**config.mk**
```make
export PLATFORM = sky130hd
export DESIGN_NAME = banked_memory
export DESIGN_NICKNAME = d
export VERILOG_FILES = /design/src/rtl/mem_pkg.sv /design/src/rtl/mem_bank.sv /design/src/rtl/banked_memory.sv
export SDC_FILE = /design/constraint.sdc
export NUM_CORES = 1
export LEC_CHECK = 0
export CAP_MARGIN = 40
export CORE_MARGIN = 2
export CORE_UTILIZATION = 62
export CTS_CLUSTER_DIAMETER = 80
export DETAILED_ROUTE_END_ITERATION = 10
export DONT_BUFFER_PORTS = 1
export PLACE_DENSITY_LB_ADDON = 0.3
export SETUP_SLACK_MARGIN = 0.3
export SLEW_MARGIN = 20
export SYNTH_ARGS = -nofsm -noshare
export SYNTH_HDL_FRONTEND = slang
export SYNTH_SLANG_ARGS = --single-unit
```
**constraint.sdc**
```tcl
create_clock -name clk -period 2.11 [get_ports clk]
set_input_delay 0.3165 -clock clk [delete_from_list [all_inputs] [get_ports clk]]
set_output_delay 0.3165 -clock clk [all_outputs]
set_load 0.05 [all_outputs]
```
**src/rtl/mem_pkg.sv**
```systemverilog
// Shared types and defaults for the banked memory.
// Holds the sweep FSM state type and parameter defaults.
package mem_pkg;

  typedef enum logic {
    IDLE  = 1'b0,
    CLEAR = 1'b1
  } state_t;

  localparam int DEF_ADDR_W = 3;
  localparam int DEF_DATA_W = 5;
  localparam int DEF_N_BANK = 2;

  // Word count of one bank for a given address width.
  function automatic int bank_depth(input int aw);
    return 1 << aw;
  endfunction

endpackage

```
**src/rtl/mem_bank.sv**
```systemverilog
// One storage bank: a single write port and one registered read port.
// The read is read-first: a same-edge write is not visible until later.
module mem_bank
  import mem_pkg::*;
#(
  parameter int ADDR_W = DEF_ADDR_W,
  parameter int DATA_W = DEF_DATA_W
) (
  input  logic              clk,
  input  logic              rst,
  input  logic              i_we,
  input  logic [ADDR_W-1:0] i_waddr,
  input  logic [DATA_W-1:0] i_wdata,
  input  logic              i_re,
  input  logic [ADDR_W-1:0] i_raddr,
  output logic [DATA_W-1:0] o_rdata
);

  localparam int DEPTH = bank_depth(ADDR_W);

  logic [DATA_W-1:0] r_mem [DEPTH];
  logic [DATA_W-1:0] r_rdata;

  // Storage array write; the array itself is never reset.
  always_ff @(posedge clk) begin
    if (i_we) begin
      r_mem[i_waddr] <= i_wdata;
    end
  end

  // Registered read; holds its value when no read is requested.
  always_ff @(posedge clk or posedge rst) begin
    if (rst) begin
      r_rdata <= '0;
    end else if (i_re) begin
      r_rdata <= r_mem[i_raddr];
    end
  end

  assign o_rdata = r_rdata;

endmodule

```
**src/rtl/banked_memory.sv**
```systemverilog
// N_BANK parallel banks sharing one address, with a clear sweep FSM.
// Define MEM_BYPASS_EN to forward same-address write data to reads.
module banked_memory
  import mem_pkg::*;
#(
  parameter int ADDR_W = DEF_ADDR_W,
  parameter int DATA_W = DEF_DATA_W,
  parameter int N_BANK = DEF_N_BANK
) (
  input  logic                     clk,
  input  logic                     rst,
  input  logic                     init,
  output logic                     busy,
  input  logic                     wr_en,
  input  logic [ADDR_W-1:0]        wr_addr,
  input  logic [N_BANK*DATA_W-1:0] wr_data,
  input  logic [N_BANK-1:0]        wr_mask,
  input  logic                     rd_en,
  input  logic [ADDR_W-1:0]        rd_addr,
  input  logic                     o_en,
  output logic [N_BANK*DATA_W-1:0] rd_data,
  output logic                     rd_valid
);

  localparam int W = N_BANK * DATA_W;

  state_t            r_state;
  state_t            w_next;
  logic [ADDR_W-1:0] r_clr_addr;
  logic              r_rd_valid;

  logic              w_clr;
  logic              w_last;
  logic              w_wr_acc;
  logic              w_rd_acc;
  logic [ADDR_W-1:0] w_waddr;
  logic [N_BANK-1:0] w_bank_we;
  logic [W-1:0]      w_wdata;
  logic [W-1:0]      w_bank_q;
  logic [W-1:0]      w_rd_word;

  assign w_clr    = (r_state == CLEAR);
  assign w_last   = (r_clr_addr == {ADDR_W{1'b1}});
  assign w_wr_acc = !w_clr && wr_en && !init;
  assign w_rd_acc = !w_clr && rd_en;
  assign w_waddr  = w_clr ? r_clr_addr : wr_addr;
  assign w_wdata  = w_clr ? '0 : wr_data;

  // Next-state logic: init starts a sweep, the last address ends it.
  always_comb begin
    w_next = r_state;
    unique case (r_state)
      IDLE:    if (init) w_next = CLEAR;
      CLEAR:   if (w_last) w_next = IDLE;
      default: w_next = CLEAR;
    endcase
  end

  // State register; reset lands in CLEAR so a sweep follows reset.
  always_ff @(posedge clk or posedge rst) begin
    if (rst) begin
      r_state <= CLEAR;
    end else begin
      r_state <= w_next;
    end
  end

  // Sweep pointer: walks up during CLEAR, parked at 0 otherwise.
  always_ff @(posedge clk or posedge rst) begin
    if (rst) begin
      r_clr_addr <= '0;
    end else if (w_clr) begin
      r_clr_addr <= r_clr_addr + ADDR_W'(1);
    end else begin
      r_clr_addr <= '0;
    end
  end

  // Read valid pulses one cycle after each accepted read.
  always_ff @(posedge clk or posedge rst) begin
    if (rst) begin
      r_rd_valid <= 1'b0;
    end else begin
      r_rd_valid <= w_rd_acc;
    end
  end

  for (genvar b = 0; b < N_BANK; b++) begin : g_bank
    assign w_bank_we[b] = w_clr || (w_wr_acc && wr_mask[b]);

    mem_bank #(
      .ADDR_W (ADDR_W),
      .DATA_W (DATA_W)
    ) u_bank (
      .clk     (clk),
      .rst     (rst),
      .i_we    (w_bank_we[b]),
      .i_waddr (w_waddr),
      .i_wdata (w_wdata[b*DATA_W +: DATA_W]),
      .i_re    (w_rd_acc),
      .i_raddr (rd_addr),
      .o_rdata (w_bank_q[b*DATA_W +: DATA_W])
    );
  end

`ifdef MEM_BYPASS_EN
  logic [N_BANK-1:0] r_byp_hit;
  logic [W-1:0]      r_byp_data;
  logic              w_same;

  assign w_same = w_wr_acc && (wr_addr == rd_addr);

  // Capture which banks a colliding write hit, with its data.
  always_ff @(posedge clk or posedge rst) begin
    if (rst) begin
      r_byp_hit  <= '0;
      r_byp_data <= '0;
    end else if (w_rd_acc) begin
      r_byp_hit  <= {N_BANK{w_same}} & wr_mask;
      r_byp_data <= wr_data;
    end
  end

  // Per bank, pick forwarded write data over the stale array word.
  always_comb begin
    w_rd_word = w_bank_q;
    for (int b = 0; b < N_BANK; b++) begin
      if (r_byp_hit[b]) begin
        w_rd_word[b*DATA_W +: DATA_W] = r_byp_data[b*DATA_W +: DATA_W];
      end
    end
  end
`else
  assign w_rd_word = w_bank_q;
`endif

  assign busy     = w_clr;
  assign rd_valid = r_rd_valid;
  assign rd_data  = o_en ? w_rd_word : '0;

endmodule
```
; ---- After elaboration in Yosys (flattened, before gate mapping)
; Memories as Yosys holds them, arrays and structs flattened. A register that Yosys moved wholly into a read port is not among the register bits.
; Cells that the tools add are included.
[op_classes]
n_addsub = 1
eq_ne = 1
mux = 11
n_bitwise = 1
reduce_logical = 9
[op_table]
columns = cell, n
row1 = $mux W10, 2
row2 = $mux W1, 6
row3 = $mux W3, 2
row4 = $logic_and A1 B1 Y1, 5
row5 = $add A3 B1 Y3 const B, 1
row6 = $eq A3 B3 Y1 const B, 1
row7 = $logic_not A1 Y1, 2
row8 = $logic_or A1 B1 Y1, 2
row9 = $pmux W1 S2, 1
row10 = $not A1 Y1, 1
[totals]
reg_bits = 5
ramBits = 80
in_bits = 24
out_inout_bits = 12
word_cells = 28
memories = 2
[memory_table]
columns = name, words, width, read_ports, rd_ports_with_merged_regs, write_ports, line_no
row1 = g_bank[0].u_bank.r_mem, 8, 5, 1, 1, 1, mem_bank.sv:21  ; logic [DATA_W-1:0] r_mem [DEPTH];
row2 = g_bank[1].u_bank.r_mem, 8, 5, 1, 1, 1, mem_bank.sv:21

; ---- Longest topological paths before layout
; Gate-level depths: netlist of the first run.
[depth]
word_depth = 7
depth_mapped = 5
mapped_depth_nobuf = 3

; ---- Modules after synthesis
; From an unflattened synthesis of the first run, not the netlist that was laid out.
[unflattened]
cells_unflattened = 254
area_unflattened_um2 = 3956.3
[modules_own_cells]
columns = module, n_inst, cells_per_inst, area_each_um2, seq_area_each_um2
row1 = mem_bank, 2, 106, 1775.5, 1326.3
row2 = banked_memory, 1, 42, 405.4, 126.4

; ---- Worst setup path after synthesis of the first run
; Ideal clock, no wire load.
[synth_path]
path_type = flip-flop to flip-flop
start = register r_state, in the netlist busy
end = memory g_bank[0].u_bank.r_mem[6][0] (netlist name) (enable)
setup_time_ns = 0.374
t_arrival_ns = 1.694
required_ns = 1.736
setup_slack_ns = 0.042
stages_incl_launch_ff = 5
n_path_buf = 2
period_less_slack_ns = 2.068
cell_sequence = dfstp_2 > buf_2 > buf_2 > a32oi_1 > nor3_1
[synth_via]
elab_chain_len = 7
word_cells_on_any_way = 8
classes_between = mux: 3 / reduce/logical: 5
[synth_rtl]
columns = element, line_no
row1 = "start, declared", banked_memory.sv:27  ; state_t r_state;
row2 = "start signal, assigned", banked_memory.sv:64  ; r_state <= w_next;
row3 = $logic_not A1 Y1, banked_memory.sv:44  ; assign w_wr_acc = !w_clr && wr_en && !init;
row4 = $logic_and A1 B1 Y1 (2 in a row), banked_memory.sv:44
row5 = $logic_and A1 B1 Y1, banked_memory.sv:89  ; assign w_bank_we[b] = w_clr || (w_wr_acc && wr_mask[b]);
row6 = $logic_or A1 B1 Y1, banked_memory.sv:89
row7 = $mux W1, mem_bank.sv:26  ; if (i_we) begin
row8 = $mux W1 (not written as such), mem_bank.sv:27  ; r_mem[i_waddr] <= i_wdata;
row9 = "end, declared", mem_bank.sv:21
; Several ways; a longest one is shown, not always the timed one.

; ---- Worst setup path in the final report of the first run
[layout_path]
start = register r_state, in the netlist busy
end = memory g_bank[0].u_bank.r_mem[0][3] (netlist name) (enable)
; Same word-level chain as after synthesis.

==> metrics.txt, run 1 <==
status completed; # diodes 0; crit start category register; post-synthesis cell type count 25; reg-to-reg critical path startpoint busy$_DFF_PP1_; Critical Path Slowest Stage Cell dfstp_2; number of CTS-inserted buffers 9; Hold Path Depth 2; post-DP HPWL 5.007 mm; P&R area growth vs syn 12.27%; FFs w/ async S/R, synth 0.1579; port buffer count 0; HP Class input port to register; TritonCTS clock tree built; GRT overflow 0; Die W 84.39 µm; initial antenna violation count 0; Seq pwr share 0.485; worst vdd ir 0.001229 V; Synth Register Bits 95; leak pwr 1.593 nW; internal power 4.323 mW; vias in the first global route 2096; CP peak stage delay 620 ps; final WL between 7 and 8 mm; Synth warnings 0; Boundary Pins 36; fillers 425; CP delay by family, top flip-flops; sequential fraction of the synthesis area 0.6936; Post-Syn Nets 281; Worst path depth 3; Clk pin slew, worst setup/hold paths 80 ps; flop-to-flop setup slack about 360 ps; top_reg_cell synth edfxtp_1; largest net degree at the start of global routing 41; Clk Latency, worst-skew pair between 300 and 400 ps; final setup fails 0; Final Hold Vio Count 0; Final Instance Count excl. Fillers 347; Reg area 0.002779 mm²; Clk network pwr share 0.189; Rows 29; crit end category register; Die Ht 84.39 µm; CP Buf/Inv Count 0; critical path type register to register; post-route clock period utilization 0.8283; dpl cells 327; Critical Path RT 2130 ps; drt first-iter violations around 130; Core ar. 0.006314 mm²; share of post-route cells with drive strength above 1 0.2741; Max-slew headroom 0.5023; clock sink count 95; drc violations 0; wire per inst just over 20 µm; Die ar. 0.007121 mm²; Via density 6.000; crit path cell chain nor2b_1 -> a21o_1 -> nor3_2; CTS max path bufs 2; root buf cell clkbuf_8; DR vias 2082; RSZ-0062 raised after global routing true; H-Tree Depth 3; Synth area leader edfxtp_1; global-route wire length before repair 11.41 mm; mapped cell area 0.004006 mm²; r2r worst-path depth 3; max cap viols 0; Final Slew Violations 0; 1st-pass router iterations 4; min cycle time layout 1748 ps; Switching Share 0.3467; Total Negative Setup Slacks 0 ps; Hold Path End busy$_DFF_PP1_; multi-input logic area 0.001315 mm²; reg-to-reg endpoint g_bank[0].u_bank.r_mem[0][3]$_DFFE_PP_; synth top area cells edfxtp_1, dfrtp_1, mux2_2; Clock Skews 6.120 ps; Max Clk Rate 0.5722 GHz; Final ANT Viol Nets 0; Initial Util 0.6346; Max FO, Critical Path 10; Psw 2.294 mW; mean post-synth cell area about 16 µm²; Post-Syn Instances 255; HP Start init; Slew @ Worst Pin around 740 ps; final estimated routing congestion in global placement 0.8143; Critical Path AT approximately 1800 ps; # nets final 291; Combinational Power Share 0.326; Post-synth EDFFs 80; top cell type's share of synthesized area 0.5996; pwr/cell area around 1500 mW/mm²; Total GRT Usage 0.2194
-- logic make-up (layout without fill, tap and decap cells) --
logic type / Yosys count / in the layout / synth area share
mux: 40 / 40 / 0.1062
flops: 95 / 95 / 0.6936
compound gates: 39 / 39 / 0.08339
simple gates: 63 / 63 / 0.08307
fa+ha+maj: 2 / 2 / 0.006245
buf+inv: 16 / 31 / 0.02748
-- synthesized netlist by cell type (all sizes together), types with 4 or more instances --
cell,count
edfxtp,80
nand2,13
mux2i,20
nor3,17
nor2b,14
mux2,20
o31ai,10
inv,4
and2,13
a22o,10
dfrtp,14
buf,9
o22ai,10
a21oi,5
-- what timing repair did --
item	CTS	global route
pin swaps	2	2
endpoints found under the setup margin	51	41
setup buffers	3	0
hold buffers	1	0
cloned	0	0
resized for setup	2	0
endpoints found under the hold margin	14	0
-- per-stage QoR --
stage / power [mW] / utilization / worst slack [ps] / area (µm²) / hold WS [ps]
after floorplan: 4.896 / - / 245.9 / 4200 / 217.3
after global placement: 5.226 / 0.6700 / 261.3 / 4230 / 306.1
after detailed placement: 5.361 / 0.6730 / 223.4 / 4249 / 321.7
after CTS: 6.683 / 0.7124 / 340.0 / 4498 / 80.29
after global routing: 6.985 / 0.7124 / 267.1 / 4498 / 86.70
final: 6.617 / 0.7124 / 362.3 / 4498 / 94.56
-- power by group through the flow --
stage | clock [mW] | sequential, mW | combinational [mW]
after floorplan | 0 | 3.18 | 1.72
after global placement | 0 | 3.23 | 1.99
after detailed placement | 0 | 3.27 | 2.09
after CTS | 1.27 | 3.21 | 2.20
after global routing | 1.36 | 3.27 | 2.35
final | 1.25 | 3.21 | 2.16
-- cell usage in the layout, fill, tap and decap left out, types with 3 or more instances in the layout --
cell       n
a21oi_2    3
a22o_1    10
and2_1    13
buf_4      9
clkbuf_8   9
dfrtp_1   14
edfxtp_1  80
inv_1      4
mux2_2    20
mux2i_1   20
nand2_1   13
nand2b_1   3
nor2_1     3
nor2b_1   14
nor3_2     5
nor3_4    11
o22ai_1   10
o31ai_2   10
-- how the worst max path moves through the flow --
stage | start | to | slack, ps
after detailed placement | busy$_DFF_PP1_ | g_bank[0].u_bank.r_mem[3][2]$_DFFE_PP_ | 220
after CTS | busy$_DFF_PP1_ | g_bank[1].u_bank.r_mem[7][2]$_DFFE_PP_ | 340
after global placement | wr_en | g_bank[0].u_bank.r_mem[3][0]$_DFFE_PP_ | 260
after floorplan | busy$_DFF_PP1_ | g_bank[0].u_bank.r_mem[1][0]$_DFFE_PP_ | 250
final | busy$_DFF_PP1_ | g_bank[0].u_bank.r_mem[0][3]$_DFFE_PP_ | 360
after global routing | busy$_DFF_PP1_ | g_bank[0].u_bank.r_mem[7][1]$_DFFE_PP_ | 270
-- metal layers --
| metal | wire (µm) | share of wire | up-vias | track usage |
|---|---|---|---|---|
| li1 | - | - | 996 | - |
| met1 | 3411 | 0.48 | 1011 | 0.3336 |
| met2 | 3193 | 0.45 | 67 | 0.3066 |
| met3 | 403 | 0.057 | 8 | 0.07375 |
| met4 | 91 | 0.013 | 0 | 0.06494 |
| met5 | 0 | 0 | - | 0 |
-- area by class of cell --
class	instances	area share
clock buffer	11	0.02921
clock inverter	5	0.01613
inverter	4	0.003338
multi-input combinational	144	0.2924
sequential	95	0.6178
tap	77	0.02142
timing repair buffer	11	0.01975
-- state kept, by name, indices dropped and copies added, names as in the netlist --
signal                 count
g_bank.u_bank.o_rdata     10
g_bank.u_bank.r_mem       80
rd_valid                   1
busy                       1
r_clr_addr                 3
Power figures use the tool's default switching activity.
==> run 2, diff against run 1 <==
==> constraint.sdc (replaced) <==
create_clock -name clk -period 1.7 [get_ports clk]
set_input_delay 0.255 -clock clk [delete_from_list [all_inputs] [get_ports clk]]
set_output_delay 0.255 -clock clk [all_outputs]
set_load 0.05 [all_outputs]
==> run 2 against run 1 <==
  * The run now ends with negative setup slack left
  * Largest power group unchanged
  * Worst setup slack lost 370 ps
  * Wire length grew 19%
  * Die area is the same
  * Total power grew 45%
  * Clock power grew 27%
  * Critical endpoint is now g_bank[0].u_bank.r_mem[1][0]$_DFFE_PP_
  * Via count grew 12%
  * Largest cell class unchanged
  * Sequential share of layout area shrank 8.0 points
  * Core utilization grew 11 points
==> metrics.txt, run 2 (synthesis gave the netlist of run 1 again) <==
max reg flops 80; failing checks negative setup slack; Final Hold Vio Count 0; wire per inst approximately 23 µm; P&R area growth vs syn 29.04%; root buf cell clkbuf_8; Final ANT Viol Nets 0; Die Ht 84.39 µm; GRT overflow 0; 1st-pass router iterations 4; Max FO, Critical Path 6; Power Total roughly 9.6 mW; WHS 255.0 ps; drt first-iter violations 134; DR vias 2340; number of CTS-inserted buffers 9; CP Buf/Inv Count 1; Core ar. 0.006314 mm²; HP Class input port to register; Boundary Pins 36; crit start category register; # nets final roughly 320; vias in the first global route 2426; global-route wire length before repair around 13 mm; area post-placement 0.004468 mm²; share of post-route cells with drive strength above 1 0.4631; Clk pin slew, worst setup/hold paths 90 ps; Die W 84.39 µm; Slew @ Worst Pin 767.1 ps; TritonCTS clock tree built; pre-CTS WS -63.21 ps; Clk Latency, worst-skew pair around 360 ps; Top reg by flops g_bank.u_bank.r_mem; PnR worst setup slack -4.583 ps; Max Clk Rate between 0.5 and 0.6 GHz; Final Slew Violations 0; port buffer count 0; worst vdd ir 0.001460 V; post-DP HPWL ~5.2 mm; max cap viols 0; Rows 29; RSZ-0062 raised after global routing true; initial antenna violation count 0; commonest non-fill, non-tap cell in the layout edfxtp_1; status complete, but fails checks; final WL 8.452 mm; leak pwr between 1.5 and 2 nW; min cycle time layout 1705 ps; CP delay by family, top simple AND/OR/NAND/NOR gates; Via density between 6 and 7; CP peak stage delay approximately 420 ps; critical path type register to register; CTS max path bufs 2; Die ar. 0.007121 mm²; post-route cell area 0.005170 mm²; post-route clock period utilization 1.003; most frequent cells in the layout edfxtp_1, mux2_2, mux2i_1; final setup fails 2; # diodes 0; pwr/cell area 1861 mW/mm²; clock sink count 95; H-Tree Depth 3; Critical Path RT 1730 ps; Max-slew headroom 0.4875; final estimated routing congestion in global placement just under 0.8; largest net degree at the start of global routing 41; crit path cell chain nand2b_1 -> buf_4 -> o22a_4 -> nor3_4; Initial Util 0.6346; Clock Skews 10.58 ps; Total GRT Usage 0.2515; Critical Path Slowest Stage Cell dfstp_2; Critical Path AT roughly 1700 ps; crit end category register; drc violations 0
## run 2: power by group
part	leakage [nW]	internal, mW	switching, mW
logic	0.833	1.69	2.30
clock network	0.0998	0.832	0.758
registers	0.939	3.65	0.393
total	1.87	6.17	3.45
## run 2: worst register-to-register path, delay by kind of cell, from the launching register on
family | cells | cell delay [ps]
AOI/OAI and AO/OA | 1 | 260
buffers and inverters | 1 | 160
DFF | 1 | 420
and+or+nand+nor | 2 | 540
## run 2: final cells by class
class                   count  area [µm²]
flip-flops and latches     95        2779
multi-input cells         144        1588
fillers                   307        1144
repair buffers             39       471.7
clock buffers              11       131.4
well taps                  77       96.34
clock inverters             5       83.83
inverters                   4       20.02
## run 2: per-layer routing
metal	track usage	part of all wire	vias to the layer above
met5	0	0	-
met4	0.08369	0.020	0
met3	0.07080	0.091	17
met2	0.3817	0.49	132
met1	0.3592	0.40	1136
li1	-	-	1055
## run 2: worst paths after layout
path	slack, ps	start	to	depth (start not counted)
worst max-delay path	-5	busy$_DFF_PP1_	g_bank[0].u_bank.r_mem[1][0]$_DFFE_PP_	4
worst min-delay path	260	wr_data[1]	g_bank[0].u_bank.r_mem[3][1]$_DFFE_PP_	2
worst max register to register	-5	busy$_DFF_PP1_	g_bank[0].u_bank.r_mem[1][0]$_DFFE_PP_	4
worst min register to register	500	g_bank[1].u_bank.o_rdata[3]$_DFFE_PP0P_	g_bank[1].u_bank.o_rdata[3]$_DFFE_PP0P_	2
max in group asynchronous	870	rst	g_bank[0].u_bank.o_rdata[1]$_DFFE_PP0P_	2
min in group asynchronous	410	rst	rd_valid$_DFF_PP0_	2
## run 2: through the flow
stage	util	TNS, ps	instances
after floorplan	-	-5494	255
after global placement	0.7059	-927.1	341
after detailed placement	0.7077	-1241	342
after CTS	0.7911	0	372
after global routing	0.8189	-2520	375
final	0.8189	-7.925	375
## run 2: what timing repair did
item,4_1_cts,5_1_grt
pin swaps,13,15
hold buffers,2,0
setup buffers,9,3
resized for setup,42,33
endpoints found under the hold margin,15,0
gates cloned,3,0
endpoints found under the setup margin,142,156
==> run 3, diff against run 2 <==
--- a/config.mk
+++ b/config.mk
@@ -11,7 +11,7 @@
 export CTS_CLUSTER_DIAMETER = 80
 export DETAILED_ROUTE_END_ITERATION = 10
 export DONT_BUFFER_PORTS = 1
-export PLACE_DENSITY_LB_ADDON = 0.3
+export PLACE_DENSITY = 0.81
 export SETUP_SLACK_MARGIN = 0.3
 export SLEW_MARGIN = 20
 export SYNTH_ARGS = -nofsm -noshare
==> run 3 against run 2 <==
  * The run still ends with negative setup slack left
  * Total power fell by 9.6%
  * Die area did not move
  * Final area fell by 7.6%
  * Register-to-register slack barely moved
  * Combinational power fell by 15%
  * Wire length fell by 8.4%
  * Clock power fell by 18%
  * Critical path type unchanged
  * Largest cell class unchanged
==> metrics.txt, run 3 (synthesis gave the netlist of run 1 again) <==
HP Class input port to register; Top reg by flops g_bank.u_bank.r_mem; multi-input logic area 0.001439 mm²; max cap viols 0; Seq pwr share 0.461; failing checks negative setup slack; number of CTS-inserted buffers 9; area post-placement 0.004468 mm²; Combinational Power Share 0.389; root buf cell clkbuf_8; Max FO, Critical Path 8; pwr/cell area between 1500 and 2000 mW/mm²; Switching Share 0.3639; Critical Path AT around 1700 ps; final setup fails 11; Initial Util 0.6346; max reg flops 80; Slew @ Worst Pin roughly 770 ps; H-Tree Depth 3; Die ar. between 0.007 and 0.008 mm²; most frequent cells in the layout edfxtp_1, mux2_2, mux2i_1; Die Ht 84.39 µm; Clk network pwr share 0.150; initial antenna violation count 0; min cycle time layout 1711 ps; critical path type register to register; fillers 375; Max-slew headroom 0.4831; post-route clock period utilization 1.007; share of post-route cells with drive strength above 1 0.4091; # nets final 307; reg-to-reg endpoint g_bank[1].u_bank.r_mem[6][0]$_DFFE_PP_; Hold Path Depth 2; PnR worst setup slack -11.34 ps; Reg area roughly 0.0028 mm²; Critical Path RT 1730 ps; post-route cell area 0.004780 mm²; Final ANT Viol Nets 0; drc violations 0; Clock Skews 12.40 ps; wire per inst 21.32 µm; vias in the first global route ~2200; r2r worst-path depth 4; 1st-pass router iterations 4; Power Total between 8 and 9 mW; RSZ-0062 raised after global routing true; pre-CTS WS -77.60 ps; Max Clk Rate 0.5843 GHz; DR vias 2226; crit end category register; leak pwr 1.736 nW; drt first-iter violations 117; port buffer count 0; # diodes 0; post-DP HPWL between 5 and 6 mm; Boundary Pins 36; status complete, but fails checks; final WL 7.740 mm; CTS max path bufs 2; clock sink count 95; Final Hold Vio Count 0; worst vdd ir ~0.0017 V; internal power 5.531 mW; commonest non-fill, non-tap cell in the layout edfxtp_1; Core ar. 0.006314 mm²; Via density 6.132; Rows 29; GRT overflow 0; largest net degree at the start of global routing 41; Total GRT Usage 0.2315; P&R area growth vs syn 19.30%; Hold Path End busy$_DFF_PP1_; Psw 3.164 mW; crit start category register; Final Slew Violations 0; reg-to-reg critical path startpoint busy$_DFF_PP1_; Clk pin slew, worst setup/hold paths 90 ps; global-route wire length before repair 12.19 mm; final estimated routing congestion in global placement 0.7846; TritonCTS clock tree built; Clk Latency, worst-skew pair 350 ps; flop-to-flop setup slack -10 ps; HP Start init; Die W 84.39 µm
## run 3: changes by cell type in the layout (fill, tap and decap cells not counted), moves of 2 or more
cell | before | now
nor2b_1 | 7 | 10
nand2_4 | 6 | 1
buf_12 | 4 | 2
clkinvlp_4 | 2 | 0
clkinv_2 | 0 | 2
bufinv_16 | 2 | 0
nor2b_4 | 4 | 0
buf_6 | 17 | 6
buf_4 | 13 | 17
o31ai_4 | 9 | 0
nand2_1 | 3 | 11
nand2_2 | 4 | 1
buf_16 | 3 | 0
o31ai_2 | 1 | 10
## run 3: power by group through the flow
| stage | logic [mW] | registers (mW) | clock network [mW] |
|---|---|---|---|
| finish | 3.38 | 4.01 | 1.30 |
| global route | 3.60 | 4.09 | 1.42 |
| CTS | 3.31 | 4.01 | 1.33 |
| detailed placement | 3.12 | 4.06 | 0 |
| global placement | 3.00 | 4.02 | 0 |
| floorplan | 2.39 | 3.94 | 0 |
## run 3: what timing repair did
| action | 4_1_cts | 5_1_grt |
|---|---|---|
| endpoints found under the hold margin | 14 | 0 |
| gates resized for setup | 16 | 10 |
| pin swaps | 6 | 10 |
| endpoints found under the setup margin | 180 | 174 |
| setup buffers | 3 | 0 |
| hold buffers | 1 | 0 |
| gates cloned | 1 | 0 |
## run 3: how the worst max path moves through the flow
stage                                                        end  cells after the start      startpoint  slack (ps)
after global routing      g_bank[0].u_bank.r_mem[1][0]$_DFFE_PP_                      3  busy$_DFF_PP1_         -60
after CTS                 g_bank[1].u_bank.r_mem[6][0]$_DFFE_PP_                      4  busy$_DFF_PP1_         -10
after global placement    g_bank[0].u_bank.r_mem[1][1]$_DFFE_PP_                      3  busy$_DFF_PP1_         -40
after floorplan           g_bank[1].u_bank.r_mem[3][0]$_DFFE_PP_                      4  busy$_DFF_PP1_         -90
after detailed placement  g_bank[1].u_bank.r_mem[1][2]$_DFFE_PP_                      3  busy$_DFF_PP1_         -80
final                     g_bank[1].u_bank.r_mem[6][0]$_DFFE_PP_                      4  busy$_DFF_PP1_         -10
## run 3: final cells by class
type	instances	area share
sequential	95	0.5814
multi-input combinational	144	0.3010
timing repair buffer	27	0.05812
clock buffer	10	0.02670
tap	77	0.02016
clock inverter	6	0.009424
inverter	4	0.003141
## run 3: metal layers
metal  wire [µm]  up-vias  global-route usage
met2        3645       87              0.3470
met4          67        0             0.07071
met5           0        -                   0
met1        3484     1096              0.3437
met3         543        6             0.05703
li1            -     1037                   -
## run 3: stage by stage
step	cells	hold WS (ps)	util	setup TNS [ps]
4_1_cts	363	3.038	0.7511	-76.78
3_3_place_gp	341	250.7	0.7059	-1127
2_1_floorplan	255	155.8	-	-5494
5_1_grt	363	15.07	0.7570	-1907
3_5_place_dp	342	264.5	0.7077	-2741
6_report	363	16.02	0.7570	-62.99
## run 3: worst max-delay path, stage by stage, from the launching register on
cell and delay (ps):
dfstp_2 650, buf_6 150, a32oi_4 120, buf_12 170, nor3_4 290
==> RTL change 1 (config.mk and constraints of run 1) <==
`DEF_ADDR_W`: 3 -> 4.
--- a/src/rtl/mem_pkg.sv
+++ b/src/rtl/mem_pkg.sv
@@ -8,5 +8,5 @@
   } state_t;
 
-  localparam int DEF_ADDR_W = 3;
+  localparam int DEF_ADDR_W = 4;
   localparam int DEF_DATA_W = 5;
   localparam int DEF_N_BANK = 2;
Ports: changed (resized rd_addr and wr_addr); port bits go from 36 to 38. No check against the original RTL was run, so the function may have changed too.
==> RTL change 1 against run 1 <==
- area after synthesis increased by 81%
- worst setup slack worse by 0.17 ns
- total power up 78%
- sequential cell count increased by 81
- final area increased by 92%
- critical path type unchanged
- wire length increased by 140%
- first-iteration DRC count increased to 4.6 times the old value
- utilization is 4.5 points higher
==> RTL change 1: results (changes against run 1) <==
INFO  clock_tree     tritoncts.num_buffers=17 [+8]
INFO  drt            drt_via_density=6.52 [+8.7%]
INFO  status         outcome=completed
INFO  grt            first_global_vias=4245 [+100%]
INFO  placement      global_placer_s_final_weighted_congestion=0.828 [+1.7%]
INFO  placement      postPlaceCellArea=0.00747sqmm [+76%]
INFO  clock_tree     h-tree-depth=4 [+1]
INFO  drt            dr.first_iter.drc_count=591 [+360%]
INFO  power_and_ir_drop p_leak=3.13nW [+97%]
INFO  synth          synth.area.top_cells=sky130_fd_sc_hd__edfxtp_1 (66%), sky130_fd_sc_hd__mux2i_1 (11%), sky130_fd_sc_hd__dfrtp_1 (5.2%)
INFO  synth          post_synthesis_sequential_area_ratio=71.9% [+2.5 points]
INFO  clock_tree     clk_root_buffer_cell=sky130_fd_sc_hd__clkbuf_16
INFO  synth          post_synth_arst_share=9.09% [-6.7 points]
INFO  synth          synth.distinct_cells=33 [+32%]
INFO  clock_tree     clkLatencyLatePin=0.42ns [+0.06 ns]
INFO  finish         instances_no_fill=667 [+92%]
INFO  placement      detailed_place_hpwl=9250microns [+85%]
INFO  placement      preCtsSetupSlack=-0.125ns [-0.349 ns]
INFO  clock_tree     clkSlewWorstSetupHoldPaths=0.06ns [-0.02 ns]
INFO  synth          synth_edf_count=160 [+100%]
INFO  setup_path     cpMaxStageDelayCell=sky130_fd_sc_hd__dfstp_4
INFO  sta            fin_worst_skew=0.00836ns [+0.00224 ns]
INFO  setup_path     timing.critical_path.arrival=2.03ns [+0.26 ns]
INFO  grt            grt_max_degree=81 [+98%]
INFO  sta            worst_relative_slew_slack=64.6% [+14 points]
INFO  setup_path     worst_path_largest_cell_delay=0.76ns [+0.14 ns]
INFO  drt            finalWirelength=17000microns [+140%]
INFO  setup_path     critical_path.max_fanout=8 [-2]
INFO  power_and_ir_drop powerComb=3.18mW [+47%]
RTL change 1: cell count changes after synthesis, sizes merged, moves of 9 or more:
cell | run 1 | this run
nand4 | 0 | 10
nand2 | 13 | 40
nand3 | 0 | 22
nor3 | 17 | 1
nor2 | 3 | 38
a22o | 10 | 0
edfxtp | 80 | 160
mux2i | 20 | 80
o22ai | 10 | 0
a22oi | 0 | 31
mux2 | 20 | 0
o31ai | 10 | 1
RTL change 1: layer usage:
layer	vias up	track usage (%)	routed length, microns
li1	1866	-	-
met1	2126	36.9	6580
met2	306	40.5	8240
met3	52	7.29	1670
met4	0	9.43	496
met5	-	0	0
RTL change 1: worst paths after layout:
path | slack (ns) | startpoint | cells past startpoint | to
worst max-delay path | 0.20 | busy | 5 | g_bank[0].u_bank.r_mem[6][2]
worst min-delay path | 0.07 | init | 2 | busy
worst max register to register | 0.20 | busy | 5 | g_bank[0].u_bank.r_mem[6][2]
worst min register to register | 0.47 | g_bank[1].u_bank.o_rdata[0] | 2 | g_bank[1].u_bank.o_rdata[0]
max in group asynchronous | 1.50 | rst | 3 | g_bank[1].u_bank.o_rdata[0]
min in group asynchronous | 0.24 | rst | 2 | r_clr_addr[1]
RTL change 1: final cells by class:
cell class / count / area (sq um) / share of cell area (%)
Inverter: 7 / 26.3 / 0.304
Tap cell: 143 / 179 / 2.07
Clock buffer: 20 / 447 / 5.16
Timing Repair Buffer: 42 / 378 / 4.37
Multi-Input combinational cell: 267 / 2220 / 25.7
Clock inverter: 12 / 190 / 2.20
Sequential cell: 176 / 5210 / 60.2
RTL change 1: cell families (layout without fill, tap and decap cells):
| logic type | count (synthesis) | count (layout) | share of synthesized area, % |
|---|---|---|---|
| flops | 176 | 176 | 71.9 |
| simple gates | 142 | 143 | 9.26 |
| mux | 80 | 80 | 11.1 |
| compound gates | 41 | 41 | 4.85 |
| buf+inv | 28 | 81 | 2.57 |
| xor+xnor | 2 | 2 | 0.242 |
| fa+ha+maj | 1 | 1 | 0.173 |
RTL change 1: what timing repair did:
item,in CTS,in global routing
endpoints found under the setup margin,171,171
hold buffers,1,0
endpoints found under the hold margin,15,0
pin swaps,10,13
gates cloned,0,1
resized for setup,67,39
setup buffers,8,5
RTL change 1: stage by stage:
step	setup TNS, ns	total power, mW	hold WS (ns)	util (%)
after detailed placement	-6.71	7.25	0.391	65.4
after global routing	0	12.1	0.0677	75.8
final	0	11.8	0.0684	75.8
after floorplan	0	6.55	0.230	-
after global placement	-0.296	7.15	0.393	65.4
after CTS	0	11.2	0.0607	73.7
RTL change 1: worst max-delay path: cells and delay by family (launching register included):
kind                   cells  cell delay (ns)
buffers and inverters      1             0.16
DFF                        1             0.76
and+or+nand+nor            3             0.48
AOI/OAI and AO/OA          1             0.22
==> RTL change 2 (config.mk and constraints of run 1) <==
Without the edit above. Put a register stage on the outputs `busy` and `rd_data`, cleared by the reset. The values now appear one clock later. The other outputs are not delayed to match.
--- a/src/rtl/banked_memory.sv
+++ b/src/rtl/banked_memory.sv
@@ -135,7 +135,14 @@
 `endif
 
-  assign busy     = w_clr;
   assign rd_valid = r_rd_valid;
-  assign rd_data  = o_en ? w_rd_word : '0;
+  always_ff @(posedge clk or posedge rst) begin
+    if (rst) begin
+      busy    <= '0;
+      rd_data <= '0;
+    end else begin
+      busy    <= w_clr;
+      rd_data <= o_en ? w_rd_word : '0;
+    end
+  end
 
 endmodule
Function: changed (a bounded check fails within 4 cycles, from zero or initial values and one cycle with rst high).
==> RTL change 2 against run 1 <==
- total power up 2.7%
- final area up 4.9%
- wire length up 1.6%
- synthesized cell count up 4.3%
- worst setup slack worse by 0.013 ns
- first-iteration DRC count up 0.78%
- sequential cell count up 11
- area after synthesis up 6.9%
- clock skew up 0.0025 ns
==> RTL change 2: results (changes against run 1) <==
INFO  status         outcome=completed
INFO  clock_tree     cts.path.max_buffers=2 [unchanged]
INFO  drt            detailroute.via_count=2274 [+9.2%]
INFO  worst_hold_path holdPathStages=1 [-1]
INFO  synth          mappedNetlistNets=292 [+3.9%]
INFO  power_and_ir_drop p_leak=1.78nW [+12%]
INFO  clock_tree     clk_root_buffer_cell=sky130_fd_sc_hd__clkbuf_8
INFO  finish         nFillCells=430 [+1.2%]
INFO  setup_path     startpoint=r_state
INFO  placement      detailed_place_hpwl=4910microns [-2.0%]
INFO  clock_tree     clkSlewWorstSetupHoldPaths=0.10ns [+0.02 ns]
INFO  setup_path     worst_path_largest_cell_delay=0.60ns [-0.02 ns]
INFO  synth          post_synth_arst_share=24.5% [+8.7 points]
INFO  placement      global_placer_s_final_weighted_congestion=0.841 [+3.3%]
INFO  synth          ys_top_cells_by_count=sky130_fd_sc_hd__edfxtp_1 (80), sky130_fd_sc_hd__dfrtp_1 (25), sky130_fd_sc_hd__mux2_2 (20), sky130_fd_sc_hd__mux2i_1 (20), sky130_fd_sc_hd__nor3_1 (17)
INFO  finish         antennaDiodeCount=0 [unchanged]
INFO  setup_path     critical_path.max_fanout=10 [unchanged]
INFO  setup_path     timing.critical_path.arrival=1.84ns [+0.07 ns]
INFO  drt            dr.first_iter.drc_count=129 [+0.78%]
INFO  synth          synth_edf_count=80 [unchanged]
INFO  grt            grt.total_usage=20.7% [-1.3 points]
INFO  clock_tree     clkLatencyLatePin=0.36ns [about the same]
INFO  grt            first_pass_grt_wire_length=11400microns [+0.31%]
INFO  clock_tree     tritoncts.num_buffers=9 [unchanged]
INFO  sta            worst_relative_slew_slack=54.2% [+3.9 points]
INFO  finish         layout_nets=312 [+7.2%]
INFO  setup_path     r2r_setup_slk=0.35ns
INFO  setup_path     worst_r2r_path_depth=5 [+2]
INFO  setup_path     timing.critical_path.to=g_bank[0].u_bank.r_mem[3][2]
INFO  drt            finalWirelength=7220microns [+1.6%]
INFO  synth          post_synthesis_sequential_area_ratio=71.3% [+2.0 points]
INFO  grt            use_met3=5.59% [-1.8 points]
INFO  grt            met1_usage=29.8% [-3.5 points]
INFO  clock_tree     h-tree-depth=3 [unchanged]
INFO  sta            fin_worst_skew=0.00859ns [+0.00247 ns]
INFO  drt            drt-pass1-iter-count=4 [unchanged]
INFO  grt            use_met2=30.6% [-0.060 points]
INFO  grt            first_global_vias=2179 [+4.0%]
INFO  finish         layout-drive-gt1-share=26.5% [-0.95 points]
INFO  synth          synth.area.top_cells=sky130_fd_sc_hd__edfxtp_1 (56%), sky130_fd_sc_hd__dfrtp_1 (15%), sky130_fd_sc_hd__mux2_2 (5.3%)
INFO  power_and_ir_drop vdd_drop_max=1020uV [-17%]
## RTL change 2: per-layer routing
layer	up-vias	wire length [microns]	share of wire [%]
met3	7	475	6.6
met2	89	3390	47
met1	1133	3260	45
li1	1045	-	-
met4	0	89	1.2
met5	-	0	0
## RTL change 2: layout make-up
class,count,area (sq um),share of cell area [%]
repair buffers,21,158,3.34
flip-flops and latches,106,3050,64.7
well taps,80,100,2.12
clock buffers,9,124,2.63
clock inverters,7,98.8,2.10
multi-input cells,144,1170,24.7
inverters,4,15.0,0.318
## RTL change 2: how the worst min path moves through the flow
stage	from	end	slack (ns)
3_3_place_gp	rst	rd_valid	0.14
6_report	o_en	rd_data[6]	0.08
5_1_grt	o_en	rd_data[3]	0.07
4_1_cts	o_en	rd_data[5]	0.07
3_5_place_dp	rst	rd_data[9]	0.14
2_1_floorplan	rst	busy	0.36
## RTL change 2: timing repair
action                                  CTS  global route
hold endpoints to repair                  7             0
gates cloned                              0             0
gates resized for setup                   3             7
setup buffers                             0             1
endpoints found under the setup margin   25            50
hold buffers                              1             0
## RTL change 2: report_power, final
group	total (mW)	switching, mW	internal (mW)
Combinational	1.78	1.07	0.715
Clock	1.36	0.685	0.677
Sequential	3.65	0.455	3.20
## RTL change 2: metrics by stage
| stage | instances | setup slack, ns | cell area [sq um] | hold WS, ns |
|---|---|---|---|---|
| after global placement | 353 | 0.295 | 4430 | 0.145 |
| final | 371 | 0.350 | 4720 | 0.0750 |
| after CTS | 370 | 0.224 | 4680 | 0.0679 |
| after global routing | 371 | 0.275 | 4720 | 0.0699 |
| after detailed placement | 353 | 0.225 | 4430 | 0.145 |
| after floorplan | 266 | 0.276 | 4280 | 0.356 |
## RTL change 2: cell families after synthesis
kind of cell / share of synthesized area (%)
compound gates: 7.80
fa+ha+maj: 0.584
buf+inv: 2.57
flops: 71.3
mux: 9.94
simple gates: 7.77
## RTL change 2: worst reg2reg max path: cells and delay by family, from the launching register on
kind,cells,cell delay [ns]
compound gates,1,0.09
buf+inv,3,0.57
flops,1,0.60
simple gates,1,0.22
